<file path="src/rtl/afifo_wr_serializer.sv">
// Write-side feeder for the async FIFO: splits WIDTH*RATIO words into RATIO slices, LS first.
// Optional stall statistics counter enabled by defining AFIFO_WR_STATS_EN.
module afifo_wr_serializer #(
  parameter int unsigned WIDTH = 8,
  parameter int unsigned RATIO = 4
`ifdef AFIFO_WR_STATS_EN
  ,
  parameter int unsigned CNT_W = 16
`endif
) (
  input  logic                   wclk,
  input  logic                   wrstn,
  input  logic                   clr,
  input  logic                   s_valid,
  input  logic [WIDTH*RATIO-1:0] s_data,
  output logic                   s_ready,
  input  logic                   wfull,
  output logic                   winc,
  output logic [WIDTH-1:0]       wdata,
  output logic                   busy
`ifdef AFIFO_WR_STATS_EN
  ,
  output logic [CNT_W-1:0]       stall_cnt
`endif
);

  localparam int unsigned IdxW = $clog2(RATIO);

  typedef enum logic {StIdle, StShift} state_e;

  state_e                        state;
  logic   [IdxW-1:0]             idx;
  logic   [RATIO-1:0][WIDTH-1:0] hold;
  logic                          last;

  assign last    = (idx == IdxW'(RATIO - 1));
  assign wdata   = hold[idx];
  assign busy    = (state == StShift);
  assign winc    = (state == StShift) && !wfull && !clr;
  // Taking a new word while the last slice leaves gives back-to-back words with no bubble.
  assign s_ready = !clr && ((state == StIdle) || (last && winc));

  always_ff @(posedge wclk or negedge wrstn) begin
    if (!wrstn) begin
      state <= StIdle;
      idx   <= '0;
      hold  <= '0;
    end else if (clr) begin
      state <= StIdle;
      idx   <= '0;
    end else begin
      unique case (state)
        StIdle: begin
          if (s_valid && s_ready) begin
            hold  <= s_data;
            idx   <= '0;
            state <= StShift;
          end
        end
        StShift: begin
          if (winc) begin
            if (!last) begin
              idx <= idx + IdxW'(1);
            end else if (s_valid) begin
              hold <= s_data;
              idx  <= '0;
            end else begin
              idx   <= '0;
              state <= StIdle;
            end
          end
        end
        default: begin
          state <= StIdle;
          idx   <= '0;
        end
      endcase
    end
  end

`ifdef AFIFO_WR_STATS_EN
  // Counts blocked cycles; only the async reset clears it, clr leaves it intact.
  always_ff @(posedge wclk or negedge wrstn) begin
    if (!wrstn) begin
      stall_cnt <= '0;
    end else if ((state == StShift) && wfull && !clr && (stall_cnt != '1)) begin
      stall_cnt <= stall_cnt + CNT_W'(1);
    end
  end
`endif

endmodule

</file>
<file path="config.mk">
export PLATFORM = sky130hd
export DESIGN_NAME = afifo_wr_serializer
export DESIGN_NICKNAME = d
export VERILOG_FILES = /design/src/rtl/afifo_wr_serializer.sv
export SDC_FILE = /design/constraint.sdc
export NUM_CORES = 1
export LEC_CHECK = 0
export CAP_MARGIN = 20
export CORE_ASPECT_RATIO = 1.75
export CORE_MARGIN = 10
export CORE_UTILIZATION = 40
export CTS_BUF_LIST = sky130_fd_sc_hd__clkbuf_8
export CTS_CLUSTER_DIAMETER = 200
export DETAILED_ROUTE_END_ITERATION = 12
export MAX_ROUTING_LAYER = met4
export PLACE_DENSITY = 0.7
export SLEW_MARGIN = 20
export SYNTH_ARGS = -nofsm -noshare
export SYNTH_HDL_FRONTEND = slang
export SYNTH_SLANG_ARGS = --single-unit
export TNS_END_PERCENT = 10
</file>
<file path="constraint.sdc">
create_clock -name wclk -period 2 [get_ports wclk]
set_clock_uncertainty 0.2 [all_clocks]
set_input_delay 0.4 -clock wclk [delete_from_list [all_inputs] [get_ports wclk]]
set_output_delay 0.4 -clock wclk [all_outputs]
set_load 0.01 [all_outputs]
</file>
# Yosys cells after proc, flatten, opt, wreduce, memory -nomap -nowiden
# Cells that the tools add are included.
[totals]
reg_bits = 35
[op_classes]
addsub = 1
order_cmp = 1
eq_ne = 7
muxes = 18
bitwise_logic = 2
reduce_logical = 10
[ops]
columns = ["op", "n"]
rows = [
  ["2-to-1 mux 32 bit", 4],
  ["case mux 32 bit (2 select lines)", 1],
  ["binary-select mux 8 bit (select 2 bit)", 1],
  ["2-to-1 mux 2 bit", 4],
  ["2-to-1 mux 8 bit", 1],
  ["logical AND 1 bit", 5],
  ["2-to-1 mux 1 bit", 5],
  ["AND reduction 5 bit", 1],
  ["inequality test 2 x 1 -> 1 bit (second input constant)", 2],
  ["inequality test 2 bit (second input constant)", 2],
  ["case mux 2 bit (2 select lines)", 1],
  ["< comparator 2 x 3 -> 1 bit (second input constant)", 1],
  ["inequality test 3 x 2 -> 1 bit (second input constant)", 1],
  ["inequality test 3 bit (second input constant)", 1],
  ["adder 2 x 1 -> 2 bit (second input constant)", 1],
  ["equality test 2 bit (second input constant)", 1],
  ["logical NOT 1 bit", 2],
  ["NOT 1 bit", 2],
  ["case mux 1 bit (2 select lines)", 1],
  ["AND reduction 2 bit", 1],
  ["logical OR 1 bit", 1],
]

# Longest topological paths before layout
# Gate-level depths: netlist (run 1).
[depth]
ltp_word = 10
ltp_mapped = 5
ltp_nobuf = 4

# Worst setup path after synthesis (run 1)
# No wires, ideal clock.
[synth_timing]
path_type = "reg-to-reg"
startpoint = "register idx[0]"
endpoint = "register hold[0] in the netlist's numbering"
arrival_ps = 1462
t_required_ps = 1675
slack_ps = 214
path_stages_with_launch = 6
path_buffers = 1
synth_period_minus_slack_ps = 1786
cell_sequence = "dfrtp_1 > ha_1 > nand2b_4 > a211oi_4 > buf_6 > mux2_2"
[synth_via]
elab_chain_len = 7
elab_cells_between_ends = 8
cone_classes = "3 x eq/ne; 5 x reduce/logical"
[synth_lines]
columns = ["element", "line", "rtl"]
rows = [
  ["start, declared", "32", "logic [IdxW-1:0] idx;"],
  ["start signal, assigned", "63", "idx <= idx + IdxW'(1);"],
  ["equality test 2 bit (*)", "36", "assign last = (idx == IdxW'(RATIO - 1));"],
  ["logical AND 1 bit", "41", "assign s_ready = !clr && ((state == StIdle) || (last && winc));"],
  ["logical OR 1 bit", "41", ""],
  ["logical AND 1 bit", "41", ""],
  ["logical AND 1 bit", "54", "if (s_valid && s_ready) begin"],
  ["inequality test 2 x 1 -> 1 bit (no source line)", "n/a", ""],
  ["AND reduction 5 bit (no source line) (*)", "n/a", ""],
  ["end signal, assigned", "55", "hold <= s_data;"],
  ["end signal, assigned", "65", "hold <= s_data;"],
  ["end, declared", "33", "logic [RATIO-1:0][WIDTH-1:0] hold;"],
]
# Mark *: on every way between the ends. The rest lies on a longest branch, timed or not.
# A chain may end at the register's enable or synchronous reset.

# Worst setup path in the final report (run 1)
[layout_timing]
startpoint = "register idx[0]"
endpoint = "output wdata[4]"
[layout_via]
elab_chain_len = 2
[layout_lines]
columns = ["element", "line", "rtl"]
rows = [
  ["binary-select mux 8 bit (select 2 bit)", "37", "assign wdata = hold[idx];"],
  ["2-to-1 mux 8 bit (implied by the code)", "37", ""],
  ["end, declared", "19", "output logic [WIDTH-1:0] wdata,"],
]
# Every way passes these cells. The select of a mux whose other input is x is not followed.

==> key figures, run 1 <==
Clocking
  – CTS Buf Count: 5
  – Clk root buf: clkbuf_8
  – Clock Sinks: 35
  – H-tree levels: 2
  – Worst-Skew Late Latency: 280 ps
  – Bufs on Longest Clock Path: 2
  – CTS tree: yes
  – Clock transition at path regs: 70 ps

Cells and area
  – Antenna Cells: 0
  – Area Overhead vs Synth: 46.4%
  – Register Area: 876 um2
  – Nets: 194
  – Final design utilization: 59.9%
  – Design area: 0.00231 mm2
  – # fillers: 317
  – Multi-input logic area: 676 um2
  – Layout cell share with drive strength beyond 1: 47.8%

Setup path
  – Slowest stage delay, CP: 500 ps
  – CP endpoint kind: output port
  – Crit start category: flip-flop
  – Critical Path Slowest Stage Cell: mux4_2
  – Required @ worst endpoint: 1400 ps
  – Critical path's top delay family: multiplexers
  – Internal reg-to-reg setup slack: 10 ps
  – Crit path DAT: 1540 ps
  – Worst Path Class, Setup: flip-flop to output port
  – Buf/Inv on CP: 2
  – Max FO, Critical Path: 5
  – Worst path cell trace: clkbuf_16 -> mux4_2 -> buf_6

Route
  – Drt total wl: 3640 um
  – Vias per cell: 4.92
  – DR WL/cell: 17.8 um
  – DR DRC count: 0
  – Post-route ant nets: 0
  – Drt first pass iters: 3
  – DR iter-0 viols: 12
  – Routed via count: 1008

Global route
  – Vias in the first global route: 1155
  – GR Overflow Total: 0
  – Overall routing resource usage: 11.5%
  – Largest net degree at the start of global routing: 33
  – Initial antenna violation count: 0
  – First-pass GRT wire length: 5800 um

Logic synthesis
  – Synth Instances: 96
  – Syn_nets: 134
  – Flops & latches, synth: 35
  – Syn avg cell area: 16.5 um2
  – Sequential share of the synthesized area: 55.4%
  – Synth cell types: 18
  – Cell taking the most area after synthesis: dfrtp_1
  – Cell Area, Synth: 0.00158 mm2
  – Ys Warns: 0
  – Most area-consuming cells after synthesis: dfrtp_1, mux2_2, mux4_2
  – Top-area cell type share of the netlist area: 55.4%

Placed design
  – Number of port buffers: 47
  – Gp weighted congestion: 0.851
  – Dpl ws: -338 ps
  – Placed Area: 0.00215 mm2
  – Dpl hpwl: 2810 um

Floorplan
  – Die X: 67.5 um
  – Core Region: 0.00387 mm2
  – Initial core utilization: 40.9%
  – Die Y: 103 um
  – I/O Pins: 48
  – DIE AREA: 0.00697 mm2
  – Row Count: 30

Power
  – Static Leak: 0.955 nW
  – Peak VDD IR: 0.525 mV
  – Power density over the cells: 878 mW/mm2

STA
  – Final Cycle Share: 107%
  – Hold slack: 307 ps
  – Setup ws final: -136 ps
  – Slew @ Worst Pin: 420 ps
  – Slew Limit Fails: 0
  – Worst slew margin: 72.0%
  – Hold Vio Cnt, Final: 0
  – Post-layout min period: 2140 ps
  – Final setup violating endpoints: 8
  – RSZ-0062 raised after global routing: true
  – Peak Freq: 0.468 GHz

Run status
  – Outcome: finished with violations
  – Failing checks: setup timing

Hold path
  – Hold WC Path Type: flip-flop to flip-flop

Run
  – Number of max-cap violations: 0
## logic make-up after synthesis
group,after synthesis,synth area share (%)
flip-flops,35,55.4
AND/OR/NAND/NOR,5,2.29
AO/OA/AOI/OAI,7,3.56
buffers and inverters,7,3.16
adder cells (fa/ha/maj),1,0.791
multiplexers,41,34.8
## Yosys cell counts, drive strengths merged
cell type / n
a21oi: 4
inv: 1
mux2i: 1
nor3b: 1
nor2: 1
dfrtp: 35
buf: 4
mux4: 8
or3: 1
ha: 1
a211oi: 2
nand2b: 1
a311oi: 1
mux2: 32
nand2: 1
clkbuf: 2
## path summary, 6_finish.rpt
check | start | to | cells after the start
min in group asynchronous | wrstn | hold[14] | 2
min | hold[8] | hold[8] | 1
max reg2reg | idx[0] | hold[19] | 6
min reg2reg | hold[8] | hold[8] | 1
max | idx[0] | wdata[4] | 3
max in group asynchronous | wrstn | hold[10] | 3
## power by group
part | internal (mW) | switching (mW) | leakage, nW
clock | 0.403 | 0.249 | 0.0612
sequential | 0.837 | 0.0652 | 0.416
combinational | 0.319 | 0.158 | 0.478
## cell type report
class,instances,share of cell area [%]
sequential,35,37.8
multi-input combinational,54,29.2
timing repair buffer,59,25.1
clock buffer,6,3.57
tap,48,2.59
clock inverter,2,1.51
inverter,1,0.162
## metrics by stage
stage	total power, mW	cells	setup TNS, ps
2_1_floorplan	1.15	96	0
3_3_place_gp	1.37	194	-7520
3_5_place_dp	1.40	194	-8940
4_1_cts	2.03	204	-1460
5_1_grt	2.13	205	-2830
6_report	2.03	205	-996
## worst reg2reg max path: stages (launching register included)
cell and delay (ps):
dfrtp_1 430, buf_12 160, ha_4 150, nand2b_4 70, a211oi_4 250, buf_12 240, mux2_2 370
## registers in the layout, summed over array words and instances (netlist names)
name and cells:
busy 1, hold 32, idx 2
## timing repair
action / in CTS / in global routing
resized for setup: 38 / 11
setup endpoints to repair: 42 / 42
cloned: 0 / 1
hold buffers: 1 / 0
pin swaps: 0 / 2
hold endpoints to repair: 16 / 0
buffers inserted: 1 / 0
## layout by cell type, fill, tap and decap left out, types with 2 or more instances in the layout
| cell | count |
|---|---|
| a21oi_1 | 3 |
| buf_12 | 2 |
| buf_2 | 4 |
| buf_4 | 8 |
| buf_6 | 5 |
| clkbuf_2 | 2 |
| clkbuf_8 | 6 |
| clkdlybuf4s50_1 | 36 |
| dfrtp_1 | 35 |
| mux2_2 | 31 |
| mux4_2 | 8 |
## per-layer routing
layer  vias to the layer above  track usage (%)  share of wire [%]
li1                        474                -                  -
met1                       501             11.5                 35
met2                        26             19.5                 56
met3                         7             3.67                6.4
met4                         0             5.71                2.1
met5                         -                -                  0
Note: power is estimated with default switching activity, not from simulation.
==> run 2, diff against run 1 <==
--- a/config.mk
+++ b/config.mk
@@ -5,12 +5,14 @@
 export SDC_FILE = /design/constraint.sdc
 export NUM_CORES = 1
 export LEC_CHECK = 0
+export ABC_AREA = 1
 export CAP_MARGIN = 20
 export CORE_ASPECT_RATIO = 1.75
 export CORE_MARGIN = 10
 export CORE_UTILIZATION = 40
 export CTS_BUF_LIST = sky130_fd_sc_hd__clkbuf_8
 export CTS_CLUSTER_DIAMETER = 200
+export CTS_CLUSTER_SIZE = 14
 export DETAILED_ROUTE_END_ITERATION = 12
 export MAX_ROUTING_LAYER = met4
 export PLACE_DENSITY = 0.7
==> key figures, run 2 <==
Setup path
  – Worst Path Class, Setup: flip-flop to output port
  – CP endpoint kind: output port
  – Max FO, Critical Path: 7 (+2)
  – Crit start category: flip-flop
  – Worst R2R Path Depth: 8 (+2)
  – Crit path DAT: 1350 ps (-190 ps)
  – Required @ worst endpoint: 1400 ps (about the same)

Floorplan
  – I/O Pins: 48 (unchanged)
  – Initial core utilization: 41.5% (+0.63 points)
  – Die X: 68.1 um (+0.89%)
  – DIE AREA: 0.00710 mm2 (+1.9%)
  – Die Y: 104 um (+1.0%)
  – Core Region: 0.00390 mm2 (+0.97%)
  – Row Count: 30 (unchanged)

Logic synthesis
  – Synth cell types: 16 (-2)
  – Syn_nets: 243 (+81%)
  – Top-area cell type share of the netlist area: 54.0% (-1.4 points)
  – Ys Warns: 0 (unchanged)
  – Synth cell count leaders: nand2_1, dfrtp_1, o21ai_0, nor2_1
  – Most common cell in the netlist: nand2_1
  – Cell taking the most area after synthesis: dfrtp_1
  – Cell Area, Synth: 0.00162 mm2 (+2.5%)
  – Post-synth EDFFs: 0 (unchanged)
  – Flops & latches, synth: 35 (unchanged)
  – Synth Flop Type: dfrtp_1
  – Most area-consuming cells after synthesis: dfrtp_1, nand2_1, o21ai_0
  – Sequential share of the synthesized area: 54.0% (-1.4 points)
  – Synth Instances: 205 (+110%)
  – Syn avg cell area: 7.91 um2 (-52%)
  – Async set or reset register ratio after synthesis: 100% (unchanged)

Power
  – Sw frac: 28.7% (+5.5 points)
  – Static Leak: 1.17 nW (+22%)
  – Clock power share: 25.1% (-7.0 points)
  – Power density over the cells: 809 mW/mm2 (-7.9%)
  – Internal power: 1.31 mW (-16%)
  – Peak VDD IR: 0.508 mV (-3.3%)
  – Switching power: 0.529 mW (+12%)
  – Register share of total power: 50.5% (+6.1 points)
  – Comb power frac: 24.4% (+0.9 points)

Cells and area
  – Antenna Cells: 0 (unchanged)
  – Largest Register: hold
  – Multi-input logic area: 658 um2 (-2.6%)
  – Nets: 304 (+57%)
  – Final design utilization: 58.3% (-1.5 points)
  – # fillers: 382 (+21%)
  – Area Overhead vs Synth: 40.4%
  – Max FFs per register: 32 (unchanged)
  – Commonest non-fill, non-tap cell in the layout: nand2_1
  – Layout cell share with drive strength beyond 1: 15.0% (-33 points)
  – Most frequent cells in the layout: nand2_1, clkdlybuf4s50_1, dfrtp_1, nor2_1, o21ai_0
  – Register Area: 878 um2 (+0.29%)

Route
  – DR WL/cell: 12.5 um (-30%)
  – Drt total wl: 3920 um (+7.7%)
  – Post-route ant nets: 0 (unchanged)
  – Routed via count: 1478 (+47%)
  – Drt first pass iters: 4 (+1)
  – Vias per cell: 4.69 (-4.6%)
  – DR iter-0 viols: 43 (+31)
  – DR DRC count: 0 (unchanged)

STA
  – RSZ-0062 raised after global routing: true
  – Slew Limit Fails: 0 (unchanged)
  – Final setup violating endpoints: 0 (-8)
  – Worst slew margin: 71.5% (-0.48 points)
  – Post-layout min period: 1950 ps (-184 ps)
  – Hold Vio Cnt, Final: 0 (unchanged)
  – Final setup TNS: 0 ps (+996 ps)
  – Slew @ Worst Pin: 428 ps (+7.14 ps)
  – Final Cycle Share: 97.6% (-9.2 points)
  – Peak Freq: 0.512 GHz (+9.4%)

Hold path
  – Hold depth: 2 (+1)
  – Hold WC Path Type: flip-flop to flip-flop

Global route
  – Overall routing resource usage: 12.1% (+0.59 points)
  – GR Util met3: 3.13% (-0.54 points)
  – GR Util met2: 18.7% (-0.73 points)
  – First-pass GRT wire length: 6610 um (+14%)
  – Largest net degree at the start of global routing: 36 (+9.1%)
  – GR Overflow Total: 0 (unchanged)
  – Grt peak-use layer: met2
  – Met1 GRT Util: 13.9% (+2.5 points)
  – Initial antenna violation count: 0 (unchanged)
  – Vias in the first global route: 1483 (+28%)

Clocking
  – Clock transition at path regs: 60 ps (about the same)
  – H-tree levels: 2 (unchanged)
  – Bufs on Longest Clock Path: 2 (unchanged)
  – Clk root buf: clkbuf_8
  – Clock Sinks: 35 (unchanged)
  – Worst-Skew Late Latency: 280 ps (about the same)
  – CTS Buf Count: 5 (unchanged)
  – CTS tree: yes
  – Cts hold-fix bufs: 0 (-1)

Run status
  – Outcome: finished clean

Run
  – Number of max-cap violations: 0 (unchanged)

Placed design
  – Gp weighted congestion: 0.812 (-4.6%)
  – Number of port buffers: 47 (unchanged)
  – Dpl hpwl: 2960 um (+5.3%)
-- run 2: final timing paths --
kind                       startpoint  endpoint  slack [ps]
max                            idx[0]  wdata[3]          50
min                          hold[15]  hold[15]         280
max reg2reg                    idx[0]  hold[20]         260
min reg2reg                  hold[15]  hold[15]         280
max in group asynchronous       wrstn      busy         950
min in group asynchronous       wrstn  hold[14]         330
-- run 2: cell type report --
type | count | area share (%)
sequential | 35 | 38.6
tap | 48 | 2.64
multi-input combinational | 153 | 28.9
clock buffer | 5 | 3.02
inverter | 8 | 1.32
clock inverter | 3 | 0.549
timing repair buffer | 63 | 25.0
-- run 2: per-stage QoR --
stage	total power [mW]	area [um2]	std cells	hold WS, ps	setup WS [ps]
floorplan	1.17	1620	205	-95.6	293
finish	1.84	2280	315	276	48.5
CTS	1.88	2290	314	278	-94.7
global placement	1.43	2230	306	258	-285
detailed placement	1.44	2230	306	260	-308
global route	1.97	2280	315	299	-44.1
-- run 2: critical path, stage by stage, from the launching register on --
cell     delay (ps)
dfrtp_2         450
inv_2            80
buf_4           140
nor2_1           40
o22ai_1         190
buf_2           170
-- run 2: repair_timing --
| item | 4_1_cts | 5_1_grt |
|---|---|---|
| pin swaps | 0 | 4 |
| buffers inserted | 0 | 1 |
| setup endpoints to repair | 10 | 9 |
| gates resized for setup | 31 | 14 |
-- run 2: power groups by stage --
stage               registers [mW]  logic (mW)  clock network (mW)
detailed placement           0.938       0.498                   0
global placement             0.939       0.491                   0
CTS                          0.929       0.473               0.476
floorplan                    0.920       0.251                   0
global route                 0.948       0.514               0.507
finish                       0.929       0.449               0.462
-- run 2: metal layers --
| layer | vias up | share of wire (%) |
|---|---|---|
| met5 | - | 0 |
| met4 | 0 | 1.3 |
| li1 | 768 | - |
| met2 | 36 | 52 |
| met3 | 2 | 4.2 |
| met1 | 672 | 42 |
-- run 2: kinds of logic (layout without fill, tap and decap cells) --
logic type	after synthesis	count (layout)	share of synthesized area, %
buffers and inverters	17	79	5.56
AND/OR/NAND/NOR	124	124	30.0
flip-flops	35	35	54.0
adder cells (fa/ha/maj)	1	1	0.771
AO/OA/AOI/OAI	28	28	9.65
